===== config.mk =====
export PLATFORM = sky130hd
export DESIGN_NAME = audio_mixer_flat
export DESIGN_NICKNAME = d
export VERILOG_FILES = /design/src/rtl/audio_mixer_pkg.sv /design/src/rtl/audio_mixer_if.sv /design/src/rtl/audio_mixer_sd_dac.sv /design/src/rtl/audio_mixer.sv /design/src/flat_wrapper.sv
export SDC_FILE = /design/constraint.sdc
export NUM_CORES = 1
export LEC_CHECK = 0
export ABC_AREA = 1
export ABC_CLOCK_PERIOD_IN_PS = 6400
export CAP_MARGIN = 10
export CORE_ASPECT_RATIO = 1.1
export CORE_MARGIN = 4
export CORE_UTILIZATION = 39
export CTS_BUF_LIST = sky130_fd_sc_hd__clkbuf_8
export DETAILED_ROUTE_END_ITERATION = 12
export PLACE_DENSITY = 0.68
export SYNTH_ARGS = -nofsm -noshare
export SYNTH_HDL_FRONTEND = slang
export SYNTH_SLANG_ARGS = --single-unit

===== constraint.sdc =====
create_clock -name clock -period 6.4 [get_ports clock]
set_clock_uncertainty 0.1 [all_clocks]
set_input_delay 1.6 -clock clock [delete_from_list [all_inputs] [get_ports clock]]
set_output_delay 1.6 -clock clock [all_outputs]
set_load 0.02 [all_outputs]

===== src/rtl/audio_mixer_pkg.sv =====
// audio_pkg: shared types and constants for the audio_mixer slice.
//   mix_state_e - mix-pass FSM states (IDLE, ACC, LOAD)
//   VOL_BITS    - width of each per-channel volume field
//   mix_width() - accumulator/DAC width that cannot overflow for
//                 `channels` full-scale unsigned samples of `dw` bits
package audio_pkg;

  localparam int unsigned VOL_BITS = 4;

  typedef enum logic [1:0] {
    IDLE,
    ACC,
    LOAD
  } mix_state_e;

  function automatic int unsigned mix_width(input int unsigned channels,
                                            input int unsigned dw);
    return dw + $clog2(channels) + 1;
  endfunction

endpackage


===== src/rtl/audio_mixer_if.sv =====
// audio_mixer_if: sample/control bundle between the sound generators and
// the mixer.
//   tick    - sample strobe, starts a mix pass
//   ch      - channel samples, channel i at [i*DW +: DW]
//   pan     - bit 2i routes channel i left, bit 2i+1 routes it right
//   vol     - per-channel 4-bit volume (only used with MIXER_VOLUME_EN)
//   busy    - mix pass in progress
//   valid   - one-cycle pulse when new sums reach the DACs
//   overrun - one-cycle pulse when tick arrives while busy
//   audio   - bit 0 left bitstream, bit 1 right bitstream
// master: sample source side; slave: the mixer.
interface audio_mixer_if #(
  parameter int unsigned CHANNELS = 3,
  parameter int unsigned DW       = 8
);
  import audio_pkg::*;

  logic                         tick;
  logic [CHANNELS*DW-1:0]       ch;
  logic [2*CHANNELS-1:0]        pan;
  logic [VOL_BITS*CHANNELS-1:0] vol;
  logic                         busy;
  logic                         valid;
  logic                         overrun;
  logic [1:0]                   audio;

  modport master (
    output tick, ch, pan, vol,
    input  busy, valid, overrun, audio
  );

  modport slave (
    input  tick, ch, pan, vol,
    output busy, valid, overrun, audio
  );

endinterface


===== src/rtl/audio_mixer_sd_dac.sv =====
// sd_dac: first-order sigma-delta DAC producing a 1-bit stream.
//   clock - system clock
//   reset - asynchronous active-high reset
//   d     - W-bit unsigned level, ones density of q is d/2^W
//   q     - bitstream (carry out of the accumulator)
module sd_dac #(
  parameter int unsigned W = 11
) (
  input  logic         clock,
  input  logic         reset,
  input  logic [W-1:0] d,
  output logic         q
);

  logic [W:0] sd_q;
  logic [W:0] sd_d;

  // The carry from the previous step is dropped before adding again.
  always_comb begin
    sd_d = {1'b0, sd_q[W-1:0]} + {1'b0, d};
  end

  always_ff @(posedge clock or posedge reset) begin
    if (reset) begin
      sd_q <= '0;
    end else begin
      sd_q <= sd_d;
    end
  end

  assign q = sd_q[W];

endmodule


===== src/rtl/audio_mixer.sv =====
// audio_mixer: N-channel stereo mixer with per-channel pan feeding one
// sigma-delta DAC per side. A tick snapshots all inputs, the channels are
// then accumulated one per clock, and the sums are loaded into the DACs.
//   clock - system clock
//   reset - asynchronous active-high reset
//   bus   - audio_mixer_if slave (tick/ch/pan/vol in; busy/valid/overrun/audio out)
// Optional: define MIXER_VOLUME_EN to scale each channel by (vol+1)/16 with
// vol=0 muting; otherwise vol is ignored.
module audio_mixer
  import audio_pkg::*;
#(
  parameter int unsigned  CHANNELS = 3,
  parameter int unsigned  DW       = 8,
  localparam int unsigned MW       = mix_width(CHANNELS, DW)
) (
  input  logic          clock,
  input  logic          reset,
  audio_mixer_if.slave  bus
);

  localparam int unsigned IW = (CHANNELS > 1) ? $clog2(CHANNELS) : 1;

  mix_state_e             state_q, state_d;
  logic [IW-1:0]          idx_q, idx_d;
  logic [MW-1:0]          acc_l_q, acc_l_d, acc_r_q, acc_r_d;
  logic [MW-1:0]          dac_l_q, dac_l_d, dac_r_q, dac_r_d;
  logic [CHANNELS*DW-1:0] ch_q;
  logic [2*CHANNELS-1:0]  pan_q;
  logic                   snap;
  logic                   busy;
  logic                   valid;

  logic [DW-1:0]          ch_sel;
  logic                   pan_l_sel;
  logic                   pan_r_sel;
  logic [MW-1:0]          term;

`ifdef MIXER_VOLUME_EN
  logic [VOL_BITS*CHANNELS-1:0] vol_q;
  logic [VOL_BITS-1:0]          vol_sel;
  logic [DW+VOL_BITS-1:0]       prod;
`endif

  // Channel selection by idx from the shadow copies.
  always_comb begin
    ch_sel    = '0;
    pan_l_sel = 1'b0;
    pan_r_sel = 1'b0;
`ifdef MIXER_VOLUME_EN
    vol_sel   = '0;
`endif
    for (int unsigned i = 0; i < CHANNELS; i++) begin
      if (idx_q == IW'(i)) begin
        ch_sel    = ch_q[i*DW +: DW];
        pan_l_sel = pan_q[2*i];
        pan_r_sel = pan_q[2*i+1];
`ifdef MIXER_VOLUME_EN
        vol_sel   = vol_q[i*VOL_BITS +: VOL_BITS];
`endif
      end
    end
  end

`ifdef MIXER_VOLUME_EN
  // One shared multiplier; ch*(vol+1) <= (2^DW-1)*16 fits in DW+4 bits.
  always_comb begin
    prod = (DW+VOL_BITS)'(ch_sel) * (DW+VOL_BITS)'({1'b0, vol_sel} + 5'd1);
    term = (vol_sel == '0) ? '0 : MW'(prod >> VOL_BITS);
  end
`else
  always_comb begin
    term = MW'(ch_sel);
  end
`endif

  always_comb begin
    state_d = state_q;
    idx_d   = idx_q;
    acc_l_d = acc_l_q;
    acc_r_d = acc_r_q;
    dac_l_d = dac_l_q;
    dac_r_d = dac_r_q;
    snap    = 1'b0;
    busy    = 1'b0;
    valid   = 1'b0;
    case (state_q)
      IDLE: begin
        if (bus.tick) begin
          snap    = 1'b1;
          acc_l_d = '0;
          acc_r_d = '0;
          idx_d   = '0;
          state_d = ACC;
        end
      end
      ACC: begin
        busy = 1'b1;
        if (pan_l_sel) acc_l_d = acc_l_q + term;
        if (pan_r_sel) acc_r_d = acc_r_q + term;
        idx_d = idx_q + IW'(1);
        if (idx_q == IW'(CHANNELS - 1)) state_d = LOAD;
      end
      LOAD: begin
        busy    = 1'b1;
        valid   = 1'b1;
        dac_l_d = acc_l_q;
        dac_r_d = acc_r_q;
        state_d = IDLE;
      end
      default: state_d = IDLE;
    endcase
  end

  always_ff @(posedge clock or posedge reset) begin
    if (reset) begin
      state_q <= IDLE;
      idx_q   <= '0;
      acc_l_q <= '0;
      acc_r_q <= '0;
      dac_l_q <= '0;
      dac_r_q <= '0;
    end else begin
      state_q <= state_d;
      idx_q   <= idx_d;
      acc_l_q <= acc_l_d;
      acc_r_q <= acc_r_d;
      dac_l_q <= dac_l_d;
      dac_r_q <= dac_r_d;
    end
  end

  always_ff @(posedge clock or posedge reset) begin
    if (reset) begin
      ch_q  <= '0;
      pan_q <= '0;
`ifdef MIXER_VOLUME_EN
      vol_q <= '0;
`endif
    end else if (snap) begin
      ch_q  <= bus.ch;
      pan_q <= bus.pan;
`ifdef MIXER_VOLUME_EN
      vol_q <= bus.vol;
`endif
    end
  end

  sd_dac #(.W(MW)) u_dac_l (
    .clock (clock),
    .reset (reset),
    .d     (dac_l_q),
    .q     (bus.audio[0])
  );

  sd_dac #(.W(MW)) u_dac_r (
    .clock (clock),
    .reset (reset),
    .d     (dac_r_q),
    .q     (bus.audio[1])
  );

  assign bus.busy    = busy;
  assign bus.valid   = valid;
  assign bus.overrun = busy & bus.tick;

endmodule


===== src/flat_wrapper.sv =====
// flat-port wrapper written by rule: the top's interface ports become plain ports
module audio_mixer_flat import audio_pkg::*;
#(
  parameter int unsigned  CHANNELS = 3,
  parameter int unsigned  DW       = 8,
  localparam int unsigned MW       = mix_width(CHANNELS, DW)
)
  (clock, reset, bus_tick, bus_ch, bus_pan, bus_vol, bus_busy, bus_valid, bus_overrun, bus_audio);
  audio_mixer_if #(.CHANNELS(CHANNELS), .DW(DW)) bus_i ();
  input  logic clock;
  input  logic reset;
  input wire logic [$bits(bus_i.tick)-1:0] bus_tick;
  input wire logic [$bits(bus_i.ch)-1:0] bus_ch;
  input wire logic [$bits(bus_i.pan)-1:0] bus_pan;
  input wire logic [$bits(bus_i.vol)-1:0] bus_vol;
  output wire logic [$bits(bus_i.busy)-1:0] bus_busy;
  output wire logic [$bits(bus_i.valid)-1:0] bus_valid;
  output wire logic [$bits(bus_i.overrun)-1:0] bus_overrun;
  output wire logic [$bits(bus_i.audio)-1:0] bus_audio;
  assign bus_i.tick = bus_tick;
  assign bus_i.ch = bus_ch;
  assign bus_i.pan = bus_pan;
  assign bus_i.vol = bus_vol;
  assign bus_busy = bus_i.busy;
  assign bus_valid = bus_i.valid;
  assign bus_overrun = bus_i.overrun;
  assign bus_audio = bus_i.audio;
  audio_mixer #(.CHANNELS(CHANNELS), .DW(DW)) u_core (.clock(clock), .reset(reset), .bus(bus_i));
endmodule

==> qor.csv <==
metric,value,unit
run_status,finished clean,
worst_slew_margin_rel,32.4,%
critical-path-top-delay-family,buffers and inverters,
global_route.usage.met2,24.7,%
fp.dieH,136,µm
timing.hold.worst.class,reg -> reg,
intPower,1.78,mW
power.density,496,nW/µm²
clock_tree.root_cell,clkbuf_8,
clock_sink_count,102,
seqPwrFrac,32.5,%
hold_start,u_core.u_dac_l.sd_q[0],
worst-r2r-setup-slack,3.18,ns
fillerInstances,1472,
critical_path_class,in -> out,
htree_levels,3,
cts-hold-fix-buffers,0,
power_switching,1.48,mW
ir_drop,230,µV
timing.final.crit_share,71.4,%
share_of_the_synthesized_area_in_the_top_cell_type,43.9,%
rr_startpoint,u_core.idx_q[1],
die_width,124,µm
floorplan.die_area,16900,µm²
ys_types,32,
total_power,3.27,mW
final_layout_size_suffix_gt1_share,6.44,%
first_pass_grt_wire_length,20.7,mm
part_of_the_yosys_area_used_for_sequential_elements,43.9,%
min_delay_worst_endpoint,u_core.u_dac_l.sd_q[0],
timing_max_transition_violations_final,0,
ctsResizeCount,0,
met3_usage,2.55,%
synth.yosys.warnings,0,
gp_congestion,0.867,
hpwl,8.88,mm
portBuffers,37,
power_frac_clock,13.4,%
cp_num_buf_inv,3,
worst_setup_path_start_kind,input pin,
cp.arrival,2.87,ns
dr_total_vias,4525,
final-setup-viol-count,0,
grtUsageTotal,14.6,%
grt_antenna_before_repair,0,
slew_of_the_pin_with_the_lowest_slew_margin,1.01,ns
stdcell_area,6590,µm²
grt.overflow.total,0,
postPlaceCellArea,6380,µm²
area.sequential,2550,µm²
nNetsFinal,833,
switching_share,45.4,%
tritoncts,yes,
clock_pin_slew_on_the_worst_setup_and_hold_paths,0.10,ns
route.final.wire_length,11.7,mm
grt_busiest_layer,met2,
fin_worst_hold_slack,0.388,ns
route.detailed.vias_per_inst,4.83,
max-cap-violations,0,
unrepaired_setup_endpoints_after_global_routing,no,
syn_inst,704,
netlist.top_cell.by_area,dfrtp_1,
syn-cell-area,5820,µm²
iteration_0_drc_markers,140,
fmaxAchievable,0.219,GHz
timing.final.hold_violations,0,
rr_worst_depth,18,
antenna_viol_nets_final,0,
kind_of_end_point_of_the_critical_path,output pin,
grt_start_max_net_pins,58,
num_rows,46,
timing.critical_path.required,4.70,ns
floorplan.initialDensity,40.1,%
slowest_delay,0.60,ns
logic_pwr_share,54.2,%
count_of_buffers_added_by_post_cts_timing_repair_for_setup,0,
syn-num-nets,797,
grt_util_met1,19.5,%
clk_latency,0.38,ns
critical_path.reg2reg.endpoint,u_core.acc_l_q[6],
pin_count,50,
crit_slowest_cell,clkdlybuf4s50_1,
multiInputGateArea,2900,µm²
placeableCoreArea,14500,µm²
highest_fanout_seen_on_the_critical_path,4,
syn_to_final_growth,13.3,%
first_pass_iters,5,
cellLeakagePower,3.46,nW
yosys-top-cells-area,"dfrtp_1 44%, nand2_1 15%, ha_1 9.5%, inv_1 5.0%, mux2_2 3.9%",
drt_drc_violations_left,0,
postSynthAreaPerCell,8.26,µm²
cpMostUsedCell,clkdlybuf4s50_1,
num_antenna_cells,0,
routed_len_inst,12.4,µm
ctsLongestPathBuffers,2,
min_period,4.57,ns
utilization_after_layout,45.4,%
first_global_vias,4527,
totalNegativeSetupSlack,0,ns
worst_hold_path.num_cells,1,
timing.critical_path.cells,"clkdlybuf4s50_1, nand2_1, inv_1, clkdlybuf4s50_1",
cts_buffer_count,9,
ys_seq_elements,102,
==> per-layer routing <==
layer / vias to the layer above / wire (µm)
met5: - / 0
met3: 15 / 358
li1: 2349 / -
met4: 0 / 176
met1: 2102 / 5620
met2: 59 / 5510
==> stage by stage <==
step | worst slack (ns) | cells
3_3_place_gp | 1.84 | 921
5_1_grt | 1.75 | 937
3_5_place_dp | 1.82 | 921
6_report | 1.83 | 937
4_1_cts | 1.82 | 937
2_1_floorplan | 2.02 | 704
==> area by class of cell <==
class                      instances  share of cell area, %
multi-input combinational        508                   44.0
sequential                       102                   38.7
timing repair buffer              39                   5.85
inverter                          80                   4.59
tap                              192                   3.65
clock buffer                      10                   2.09
clock inverter                     6                   1.14
==> power by group through the flow <==
stage	Combinational, mW	Sequential (mW)	Clock (mW)
finish	1.77	1.06	0.437
global route	2.04	1.09	0.477
CTS	1.78	1.06	0.453
detailed placement	1.77	1.08	0
global placement	1.74	1.07	0
floorplan	1.40	1.03	0
==> layout by cell type (no fill, tap or decap), drive strengths merged, types with 2 or more instances in the layout <==
cell type / Yosys / layout
fa: 4 / 4
a221oi: 7 / 7
clkdlybuf4s50: 0 / 37
nand3: 39 / 39
dfrtp: 102 / 102
ha: 44 / 44
xnor2: 6 / 6
nor2: 47 / 47
inv: 80 / 83
mux2: 20 / 20
o22ai: 4 / 4
nor3: 3 / 3
a31oi: 2 / 2
o21bai: 7 / 7
o21ai: 34 / 34
a21oi: 37 / 37
nand4: 4 / 4
nand3b: 2 / 2
a21boi: 2 / 2
xor2: 15 / 15
clkbuf: 6 / 10
nand2: 228 / 228
buf: 8 / 2
==> synthesized netlist by cell type, drive strengths merged <==
cell    number
a31oi        2
nor3         3
a21oi       37
fa           4
nand3b       2
o22ai        4
nand3       39
nand2      228
xor2        15
a221oi       7
o21bai       7
nand4        4
dfrtp      102
a21boi       2
xnor2        6
a22o         1
inv         80
ha          44
buf          8
o21ai       34
a21o         1
nor2        47
or2          1
mux2        20
clkbuf       6
==> flip-flops by register name, indices dropped and copies added (netlist names) <==
register / count
u_core.u_dac_l.sd_q: 12
u_core.acc_l_q: 11
u_core.dac_l_q: 11
u_core.acc_r_q: 11
u_core.ch_q: 24
u_core.pan_q: 6
u_core.idx_q: 2
u_core.dac_r_q: 11
u_core.state_q: 2
u_core.u_dac_r.sd_q: 12
==> logic make-up after synthesis <==
logic type	count (synthesis)	synth area share [%]
xor+xnor	21	3.16
buf+inv	94	6.32
compound gates	95	9.51
fa+ha+maj	48	10.8
mux	20	3.87
simple gates	324	22.4
flops	102	43.9
==> worst max path at each step <==
stage | start | end | slack, ns | depth (start not counted)
6_report | bus_tick | bus_overrun | 1.83 | 4
2_1_floorplan | reset | u_core.acc_l_q[0] | 2.02 | 1
5_1_grt | bus_tick | bus_overrun | 1.75 | 4
4_1_cts | bus_tick | bus_overrun | 1.82 | 4
3_5_place_dp | bus_tick | bus_overrun | 1.82 | 4
3_3_place_gp | bus_tick | bus_overrun | 1.84 | 4
Power figures use the tool's default switching activity.
